===== src/rtl/ov7670_reg_init.sv =====
`default_nettype none
// ============================================================================
// Module   : ov7670_reg_init
// Brief    : Boot-time OV7670 register loader; walks a (reg, value) ROM and
//            issues one SCCB write per entry through i2c_master's command and
//            write-data streams. Define OV7670_INIT_RETRY_EN to retry NACKed
//            entries up to MAX_RETRY times before flagging an error.
// Revision : 1.0 - initial release
// ============================================================================
module ov7670_reg_init #(
    parameter logic [6:0]  DEVICE_ADDR   = 7'h21,
    parameter int unsigned SETTLE_CYCLES = 100000,
    parameter int unsigned BUSY_WAIT_MAX = 15,
    parameter int unsigned MAX_RETRY     = 3,
    parameter bit          AUTO_START    = 1'b1
) (
    input  logic       clk,
    input  logic       rst,
    input  logic       start,
    output logic [6:0] cmd_address,
    output logic       cmd_start,
    output logic       cmd_read,
    output logic       cmd_write,
    output logic       cmd_write_multiple,
    output logic       cmd_stop,
    output logic       cmd_valid,
    input  logic       cmd_ready,
    output logic [7:0] data_tdata,
    output logic       data_tvalid,
    input  logic       data_tready,
    output logic       data_tlast,
    input  logic       i2c_busy,
    input  logic       i2c_missed_ack,
    output logic       running,
    output logic       done,
    output logic       error,
    output logic [7:0] index,
    output logic [7:0] nack_count
);

    localparam logic [3:0] c_ST_IDLE    = 4'd0;
    localparam logic [3:0] c_ST_FETCH   = 4'd1;
    localparam logic [3:0] c_ST_DECODE  = 4'd2;
    localparam logic [3:0] c_ST_CMD     = 4'd3;
    localparam logic [3:0] c_ST_DATA0   = 4'd4;
    localparam logic [3:0] c_ST_DATA1   = 4'd5;
    localparam logic [3:0] c_ST_WAIT_HI = 4'd6;
    localparam logic [3:0] c_ST_WAIT_LO = 4'd7;
    localparam logic [3:0] c_ST_CHECK   = 4'd8;
    localparam logic [3:0] c_ST_DELAY   = 4'd9;
    localparam logic [3:0] c_ST_NEXT    = 4'd10;
    localparam logic [3:0] c_ST_FINISH  = 4'd11;

    localparam logic [15:0] c_ENTRY_END   = 16'hFFFF;
    localparam logic [15:0] c_ENTRY_DELAY = 16'hFFF0;

`ifdef OV7670_INIT_RETRY_EN
    localparam bit c_RETRY_EN = 1'b1;
`else
    localparam bit c_RETRY_EN = 1'b0;
`endif

    logic [3:0]  r_state;
    logic [7:0]  r_index;
    logic [7:0]  r_nack_count;
    logic        r_done;
    logic        r_error;
    logic        r_start_pending;
    logic        r_nack_seen;
    logic [15:0] r_entry;
    logic [31:0] r_wait_cnt;
    logic [31:0] r_delay_cnt;
    logic [31:0] r_retry_cnt;
    logic        w_go;
    logic        w_in_xfer;

    // Register table: {reg, value}; entry 0 soft-resets the sensor, entry 1 waits for it.
    function automatic logic [15:0] f_rom(input logic [7:0] addr);
        case (addr)
            8'd0:    f_rom = 16'h1280;
            8'd1:    f_rom = c_ENTRY_DELAY;
            8'd2:    f_rom = 16'h1204;
            8'd3:    f_rom = 16'h1100;
            8'd4:    f_rom = 16'h0C00;
            8'd5:    f_rom = 16'h3E00;
            8'd6:    f_rom = 16'h4010;
            8'd7:    f_rom = 16'h3A04;
            8'd8:    f_rom = 16'h8C00;
            8'd9:    f_rom = 16'h1438;
            8'd10:   f_rom = 16'h4FB3;
            8'd11:   f_rom = 16'h50B3;
            8'd12:   f_rom = 16'h5100;
            8'd13:   f_rom = 16'h523D;
            8'd14:   f_rom = 16'h53A7;
            8'd15:   f_rom = 16'h54E4;
            8'd16:   f_rom = 16'h589E;
            8'd17:   f_rom = 16'h3DC0;
            default: f_rom = c_ENTRY_END;
        endcase
    endfunction

    always_ff @(posedge clk) begin
        r_entry <= f_rom(r_index);
    end

    // A pending start survives until i2c_master is idle, so a reset mid-write never overlaps it.
    assign w_go      = (start || r_start_pending) && !i2c_busy;
    assign w_in_xfer = (r_state >= c_ST_CMD) && (r_state <= c_ST_WAIT_LO);

    always_ff @(posedge clk) begin
        if (rst) begin
            r_state         <= c_ST_IDLE;
            r_index         <= 8'd0;
            r_nack_count    <= 8'd0;
            r_done          <= 1'b0;
            r_error         <= 1'b0;
            r_start_pending <= AUTO_START;
            r_nack_seen     <= 1'b0;
            r_wait_cnt      <= 32'd0;
            r_delay_cnt     <= 32'd0;
            r_retry_cnt     <= 32'd0;
        end else begin
            if (w_in_xfer && i2c_missed_ack) begin
                r_nack_seen <= 1'b1;
            end
            case (r_state)
                c_ST_IDLE: begin
                    if (w_go) begin
                        r_state         <= c_ST_FETCH;
                        r_index         <= 8'd0;
                        r_nack_count    <= 8'd0;
                        r_done          <= 1'b0;
                        r_error         <= 1'b0;
                        r_start_pending <= 1'b0;
                    end else if (start) begin
                        r_start_pending <= 1'b1;
                    end
                end
                c_ST_FETCH: begin
                    r_nack_seen <= 1'b0;
                    r_retry_cnt <= 32'd0;
                    r_state     <= c_ST_DECODE;
                end
                c_ST_DECODE: begin
                    if (r_entry == c_ENTRY_END) begin
                        r_state <= c_ST_FINISH;
                    end else if (r_entry == c_ENTRY_DELAY) begin
                        r_delay_cnt <= 32'd0;
                        r_state     <= c_ST_DELAY;
                    end else begin
                        r_state <= c_ST_CMD;
                    end
                end
                c_ST_CMD: begin
                    if (cmd_ready) r_state <= c_ST_DATA0;
                end
                c_ST_DATA0: begin
                    if (data_tready) r_state <= c_ST_DATA1;
                end
                c_ST_DATA1: begin
                    if (data_tready) begin
                        r_wait_cnt <= 32'd0;
                        r_state    <= c_ST_WAIT_HI;
                    end
                end
                c_ST_WAIT_HI: begin
                    if (i2c_busy || (r_wait_cnt == BUSY_WAIT_MAX - 1)) begin
                        r_state <= c_ST_WAIT_LO;
                    end else begin
                        r_wait_cnt <= r_wait_cnt + 32'd1;
                    end
                end
                c_ST_WAIT_LO: begin
                    if (!i2c_busy) r_state <= c_ST_CHECK;
                end
                c_ST_CHECK: begin
                    if (r_nack_seen) begin
                        if (r_nack_count != 8'hFF) r_nack_count <= r_nack_count + 8'd1;
                        if (c_RETRY_EN && (r_retry_cnt < MAX_RETRY)) begin
                            r_retry_cnt <= r_retry_cnt + 32'd1;
                            r_nack_seen <= 1'b0;
                            r_state     <= c_ST_CMD;
                        end else begin
                            r_error <= 1'b1;
                            r_state <= c_ST_NEXT;
                        end
                    end else begin
                        r_state <= c_ST_NEXT;
                    end
                end
                c_ST_DELAY: begin
                    // The index advance is folded into the last delay cycle so the
                    // delay entry costs SETTLE_CYCLES+2 from FETCH to FETCH.
                    if (r_delay_cnt == SETTLE_CYCLES - 1) begin
                        if (r_index == 8'hFF) begin
                            r_state <= c_ST_FINISH;
                        end else begin
                            r_index <= r_index + 8'd1;
                            r_state <= c_ST_FETCH;
                        end
                    end else begin
                        r_delay_cnt <= r_delay_cnt + 32'd1;
                    end
                end
                c_ST_NEXT: begin
                    if (r_index == 8'hFF) begin
                        r_state <= c_ST_FINISH;
                    end else begin
                        r_index <= r_index + 8'd1;
                        r_state <= c_ST_FETCH;
                    end
                end
                c_ST_FINISH: begin
                    r_done  <= 1'b1;
                    r_state <= c_ST_IDLE;
                end
                default: r_state <= c_ST_IDLE;
            endcase
        end
    end

    assign cmd_address        = DEVICE_ADDR;
    assign cmd_valid          = (r_state == c_ST_CMD);
    assign cmd_start          = cmd_valid;
    assign cmd_write_multiple = cmd_valid;
    assign cmd_stop           = cmd_valid;
    assign cmd_read           = 1'b0;
    assign cmd_write          = 1'b0;

    assign data_tvalid = (r_state == c_ST_DATA0) || (r_state == c_ST_DATA1);
    assign data_tlast  = (r_state == c_ST_DATA1);

    always_comb begin
        data_tdata = 8'd0;
        if (r_state == c_ST_DATA0) data_tdata = r_entry[15:8];
        else if (r_state == c_ST_DATA1) data_tdata = r_entry[7:0];
    end

    assign running    = (r_state != c_ST_IDLE);
    assign done       = r_done;
    assign error      = r_error;
    assign index      = r_index;
    assign nack_count = r_nack_count;

endmodule
`default_nettype wire


===== config.mk =====
export PLATFORM = sky130hd
export DESIGN_NAME = ov7670_reg_init
export DESIGN_NICKNAME = d
export VERILOG_FILES = /design/src/rtl/ov7670_reg_init.sv
export SDC_FILE = /design/constraint.sdc
export NUM_CORES = 1
export LEC_CHECK = 0
export CAP_MARGIN = 10
export CORE_MARGIN = 1
export CORE_UTILIZATION = 55
export CTS_CLUSTER_SIZE = 28
export DETAILED_ROUTE_END_ITERATION = 8
export HOLD_SLACK_MARGIN = 0.1
export PLACE_DENSITY = 0.75
export SLEW_MARGIN = 15
export SYNTH_ARGS = -nofsm -noshare
export SYNTH_HDL_FRONTEND = slang
export SYNTH_SLANG_ARGS = --single-unit

===== constraint.sdc =====
create_clock -name clk -period 3.35 [get_ports clk]
set_clock_uncertainty 0.2 [all_clocks]
set_input_delay 1.005 -clock clk [delete_from_list [all_inputs] [get_ports clk]]
set_output_delay 1.005 -clock clk [all_outputs]
set_load 0.05 [all_outputs]

Yosys cells after proc, flatten, opt, wreduce, memory -nomap -nowiden

Memory sizes are Yosys's and may differ from the RTL's. A register that Yosys moved wholly into a read port is not among the register bits.
Index checks and enable logic that the tools add are counted.
Widths: inputs -> output; s select.

Bits in registers: 88
Memory bits (read-only): 512
Input port bits: 7
Output and inout bits: 42
Word-level logic and storage cells: 105
Memories kept: 1

$add $sub $neg: 4
$lt $le $gt $ge: 2
Equal/unequal tests: 30
Muxes and demuxes: 33
Reductions and logical operators: 26

Memories:

| name             | depth | bits a word | read ports | clocked after Yosys merged registers in | write ports | line | text |
|---|---|---|---|---|---|---|---|
| (name not given) | 32    | 16          | 1          | 1                                       | 0           | 79   | `case (addr)` |

Operators with widths:

| operator              | number |
|---|---|
| $mux 32               | 5 |
| $pmux 32 s2           | 2 |
| $add 32x1->32 const B | 2 |
| $mux 8                | 7 |
| $pmux 4 s11           | 1 |
| $mux 4                | 10 |
| $eq 16x16->1 const B  | 2 |
| $eq 32x17->1 const B  | 1 |
| $eq 32x4->1 const B   | 1 |
| $ne 2x2->1 const B    | 12 |
| $pmux 8 s3            | 1 |
| $add 8x1->8 const B   | 2 |
| $eq 4x3->1 const B    | 4 |
| $eq 4x4->1 const B    | 4 |
| $pmux 8 s2            | 1 |
| $reduce_bool 2->1     | 5 |
| $reduce_and 3->1      | 3 |
| $eq 4x2->1 const B    | 2 |
| $eq 8x8->1 const B    | 1 |
| $ne 8x8->1 const B    | 1 |
| $reduce_and 4->1      | 2 |
| $reduce_and 7->1      | 1 |
| $eq 4x1->1 const B    | 1 |
| $ge 4x2->1 const B    | 1 |
| 13 further kinds      | 23 |

Longest topological paths before layout

Gate-level depths: netlist of the first run.

Depth after elaboration: 4
Mapped depth: 9
Gate-level depth less buffers: 8

Worst setup path after synthesis of the first run

No wires, ideal clock.

Path kind: reg-to-output
From: reg r_state[1]
To: out cmd_stop
Arrival: 2407 ps
Required time: 2145 ps
Slack: -262 ps
Cell stages (with the launch flop): 5
Path buffers: 2
Path through: dfxtp_1 -> clkbuf_1 -> nand2_1 -> nor3_1 -> buf_4

Longest elaborated chain between the ends: 1

RTL lines:

| element                  | line | text |
|---|---|---|
| start: declaration       | 63   | `logic [3:0] r_state;` |
| start signal: assignment | 112  | `r_state <= c_ST_IDLE;` |
| start signal: assignment | 129  | `r_state <= c_ST_FETCH;` |
| start signal: assignment | 142  | `r_state <= c_ST_DECODE;` |
| $eq 4x2->1               | 223  | `assign cmd_valid = (r_state == c_ST_CMD);` |
| end: declaration         | 25   | `output logic cmd_stop,` |

No other way between the ends.

Worst setup path in the final report of the first run

From: reg r_state[1]
To: out running

Longest elaborated chain between the ends: 1

RTL lines:

| element           | line | text |
|---|---|---|
| $reduce_bool 4->1 | 239  | `assign running = (r_state != c_ST_IDLE);` |
| end: declaration  | 34   | `output logic running,` |

No other way between the ends.

==> metrics.cfg, run 1 <==
[timing]
max_freq_mhz = 322
post-route-period-util = 0.926
period_minus_slack_ps = 3100
rsz0062_at_grt = false
worst_pin_slew_ps = 877
setup_slack_ps = 247
slew_viol_final = 0
tns_ps = 0
report.final.hold_viol_count = 0
slew_headroom = 0.412
setup_viol = 0

[power_and_ir_drop]
pwr_density_cell_nw_per_um2 = 424
peakVddDrop_mv = 0.292
p_seq_frac = 0.464
p_clk_frac = 0.290
combPwrFrac = 0.246
cellLeakagePower_nw = 2.29
switchingPower_mw = 0.943
internal_power_mw = 1.87
p_sw_frac = 0.336
totalPowerFinal_mw = 2.81

[yosys]
ys_seq_area_frac = 0.352
synth_edf_count = 0
synth-seq-cells = 104
netlist_instances = 764
netlist_area_um2 = 5920
ys_async_sr_fraction = 0
ys_warn_count = 0
ys.flop_type = dfxtp_1
syn_avg_cell_area_um2 = 7.75
synth_cell_types = 70

[setup_path]
cp_cell_sequence = or4_1 -> buf_12
crit_path_start_kind = flip-flop
crit_required_ps = 2140
critPathMaxFanout = 16
r2r-end = r_delay_cnt[9]$_SDFFE_PP0P_
max_stage_delay_ps = 800
cp.arrival_ps = 1900
crit_type = flip-flop to output port
critPathBufInv = 1
crit_slowest_cell = or4_1
critical_path.top_delay_family = simple AND/OR/NAND/NOR gates
reg2reg_from = r_delay_cnt[0]$_SDFFE_PP0P_
reg2reg_depth = 8
timing.reg2reg.setup_slack_ps = 490
end_kind = output port

[global_route]
grt_max_degree = 40
overflow = 0
track_usage = 0.274
grt_pass1_wl_um = 25200
grt_pass1_vias = 5319
antenna_found_initial = 0

[worst_hold_path]
worstHoldEndpoint = r_delay_cnt[31]$_SDFFE_PP0P_
hold_depth = 1
min-delay-start = r_delay_cnt[31]$_SDFFE_PP0P_
hold_path_class = flip-flop to flip-flop

[cells_and_area]
final_common_cell = dfxtp_1
num_antenna_cells = 0
utilization = 0.639
fin_cells = 932
area_delta_synth_final_pct = 11.9
final_cell_mix = dfxtp_1, nor2_1, o21ai_0
drive_gt1_frac = 0.0930
final_nets = 810

[die]
core_area_um2 = 10400
rows = 37
die_h_um = 106
start_util = 0.571
fp.dieW_um = 106
die_area_um2 = 11200
ios = 49

[cts]
clock_sinks = 104
clkTransAtPathRegs_ps = 100
root_buffer = clkbuf_8
htreeDepth = 3
cts_setup_buffers = 0
cts_resized = 0
postCtsHoldBufs = 0
clockBufferDepth = 2
clk_latency_ps = 380
cts_buffers = 9
cts_tree = done

[placement]
placedCellCount = 916
gp_congestion = 0.886
dpl.hpwl_um = 10600
place_ws_ps = 302
place.port_buffers = 39

[route]
num_vias = 5900
drt-total-wl_um = 14900
final_antenna_net_count = 0
viasPerCell = 6.33
wl_per_cell_um = 16.0
drt_first_pass_iters = 5
drt_iter0_drc = 342
drc_errors = 0

[flow_run]
drv_cap = 0

[status]
status = complete, no violations

==> power groups by stage <==
| stage | combinational, mW | sequential, mW | clock, mW |
|---|---|---|---|
| after global routing | 0.741 | 1.31 | 0.882 |
| after global placement | 0.669 | 1.33 | 0 |
| final | 0.691 | 1.30 | 0.814 |
| after floorplan | 0.519 | 1.31 | 0 |
| after CTS | 0.687 | 1.30 | 0.825 |
| after detailed placement | 0.684 | 1.33 | 0 |
==> worst max path at each step <==
stage	to	start	slack, ps	cells after the start
final	running	r_state[1]$_SDFFE_PP0P_	250	2
after CTS	running	r_state[1]$_SDFFE_PP0P_	250	2
after global placement	index[5]$_SDFFE_PP0P_	i2c_busy	330	6
after global routing	cmd_stop	r_state[0]$_SDFFE_PP0P_	120	5
after detailed placement	index[5]$_SDFFE_PP0P_	start	300	7
after floorplan	cmd_stop	r_state[1]$_SDFFE_PP0P_	290	4
==> through the flow <==
stage	hold slack, ps	area (um^2)
2_1_floorplan	239	5950
3_3_place_gp	264	6420
3_5_place_dp	276	6420
4_1_cts	292	6620
5_1_grt	320	6620
6_report	286	6620
==> registers in the layout, indices dropped and copies added (netlist names) <==
register,count
done,1
error,1
index,8
nack_count,8
r_delay_cnt,32
r_entry,16
r_nack_seen,1
r_start_pending,1
r_state,4
r_wait_cnt,32
==> cell usage after synthesis, types with 3 or more instances <==
master	count	share of area
dfxtp_1	104	0.35
nor2_1	92	0.058
o21ai_0	71	0.060
nand2_1	66	0.042
a21oi_1	57	0.048
nand3_1	43	0.036
nand4_1	23	0.024
a31oi_1	21	0.022
clkbuf_1	21	0.013
and3_1	18	0.019
nor3_1	17	0.014
a311oi_1	13	0.019
buf_2	13	0.011
nor4_1	13	0.014
buf_4	12	0.015
ha_1	12	0.025
inv_1	12	0.0076
mux2i_1	12	0.020
o31ai_1	12	0.015
a211oi_1	11	0.014
or3_1	11	0.012
and4_1	9	0.013
and2_1	8	0.0085
a41oi_1	5	0.0074
nand3b_1	5	0.0063
o211ai_1	5	0.0063
nand4b_1	4	0.0059
nor2b_1	4	0.0042
nor4_4	4	0.014
o21ai_1	4	0.0034
or4_1	4	0.0051
xnor2_1	4	0.0059
nand2b_1	3	0.0032
nor3_2	3	0.0051
==> worst reg2reg max path, delay by kind of cell (launching register included) <==
family / cells / cell delay [ps]
fa+ha+maj: 1 / 230
flops: 1 / 400
compound gates: 4 / 1240
buf+inv: 1 / 240
simple gates: 2 / 430
==> logic make-up (layout without fill, tap and decap cells) <==
group,count (synthesis),after routing,synth area share
buf+inv,63,88,0.0531
other cells,2,9,0.00127
xor+xnor,5,5,0.00740
fa+ha+maj,12,12,0.0254
simple gates,345,345,0.314
flops,104,104,0.352
compound gates,221,221,0.227
mux,12,12,0.0203
==> layer usage <==
| metal | part of all wire | routed length (um) | track usage |
|---|---|---|---|
| met2 | 0.46 | 6880 | 0.439 |
| met3 | 0.058 | 864 | 0.0451 |
| met5 | 0 | 0 | 0 |
| met1 | 0.47 | 6950 | 0.371 |
| met4 | 0.016 | 232 | 0.0992 |
==> final cells by class <==
| type | count | area (um^2) |
|---|---|---|
| fillers | 901 | 3750 |
| multi-input cells | 604 | 3550 |
| flip-flops and latches | 104 | 2080 |
| repair buffers | 60 | 568 |
| well taps | 136 | 170 |
| clock buffers | 9 | 124 |
| clock inverters | 7 | 80.1 |
| inverters | 12 | 45.0 |
Note: power is estimated with default switching activity, not from simulation.
==> inputs of run 2 (changes only) <==
--- a/config.mk
+++ b/config.mk
@@ -12,7 +12,6 @@
 export DETAILED_ROUTE_END_ITERATION = 8
 export HOLD_SLACK_MARGIN = 0.1
 export PLACE_DENSITY = 0.75
-export SLEW_MARGIN = 15
 export SYNTH_ARGS = -nofsm -noshare
 export SYNTH_HDL_FRONTEND = slang
 export SYNTH_SLANG_ARGS = --single-unit
==> results of run 2 <==
Final layout, timing and power as in run 1 (identical DEF).
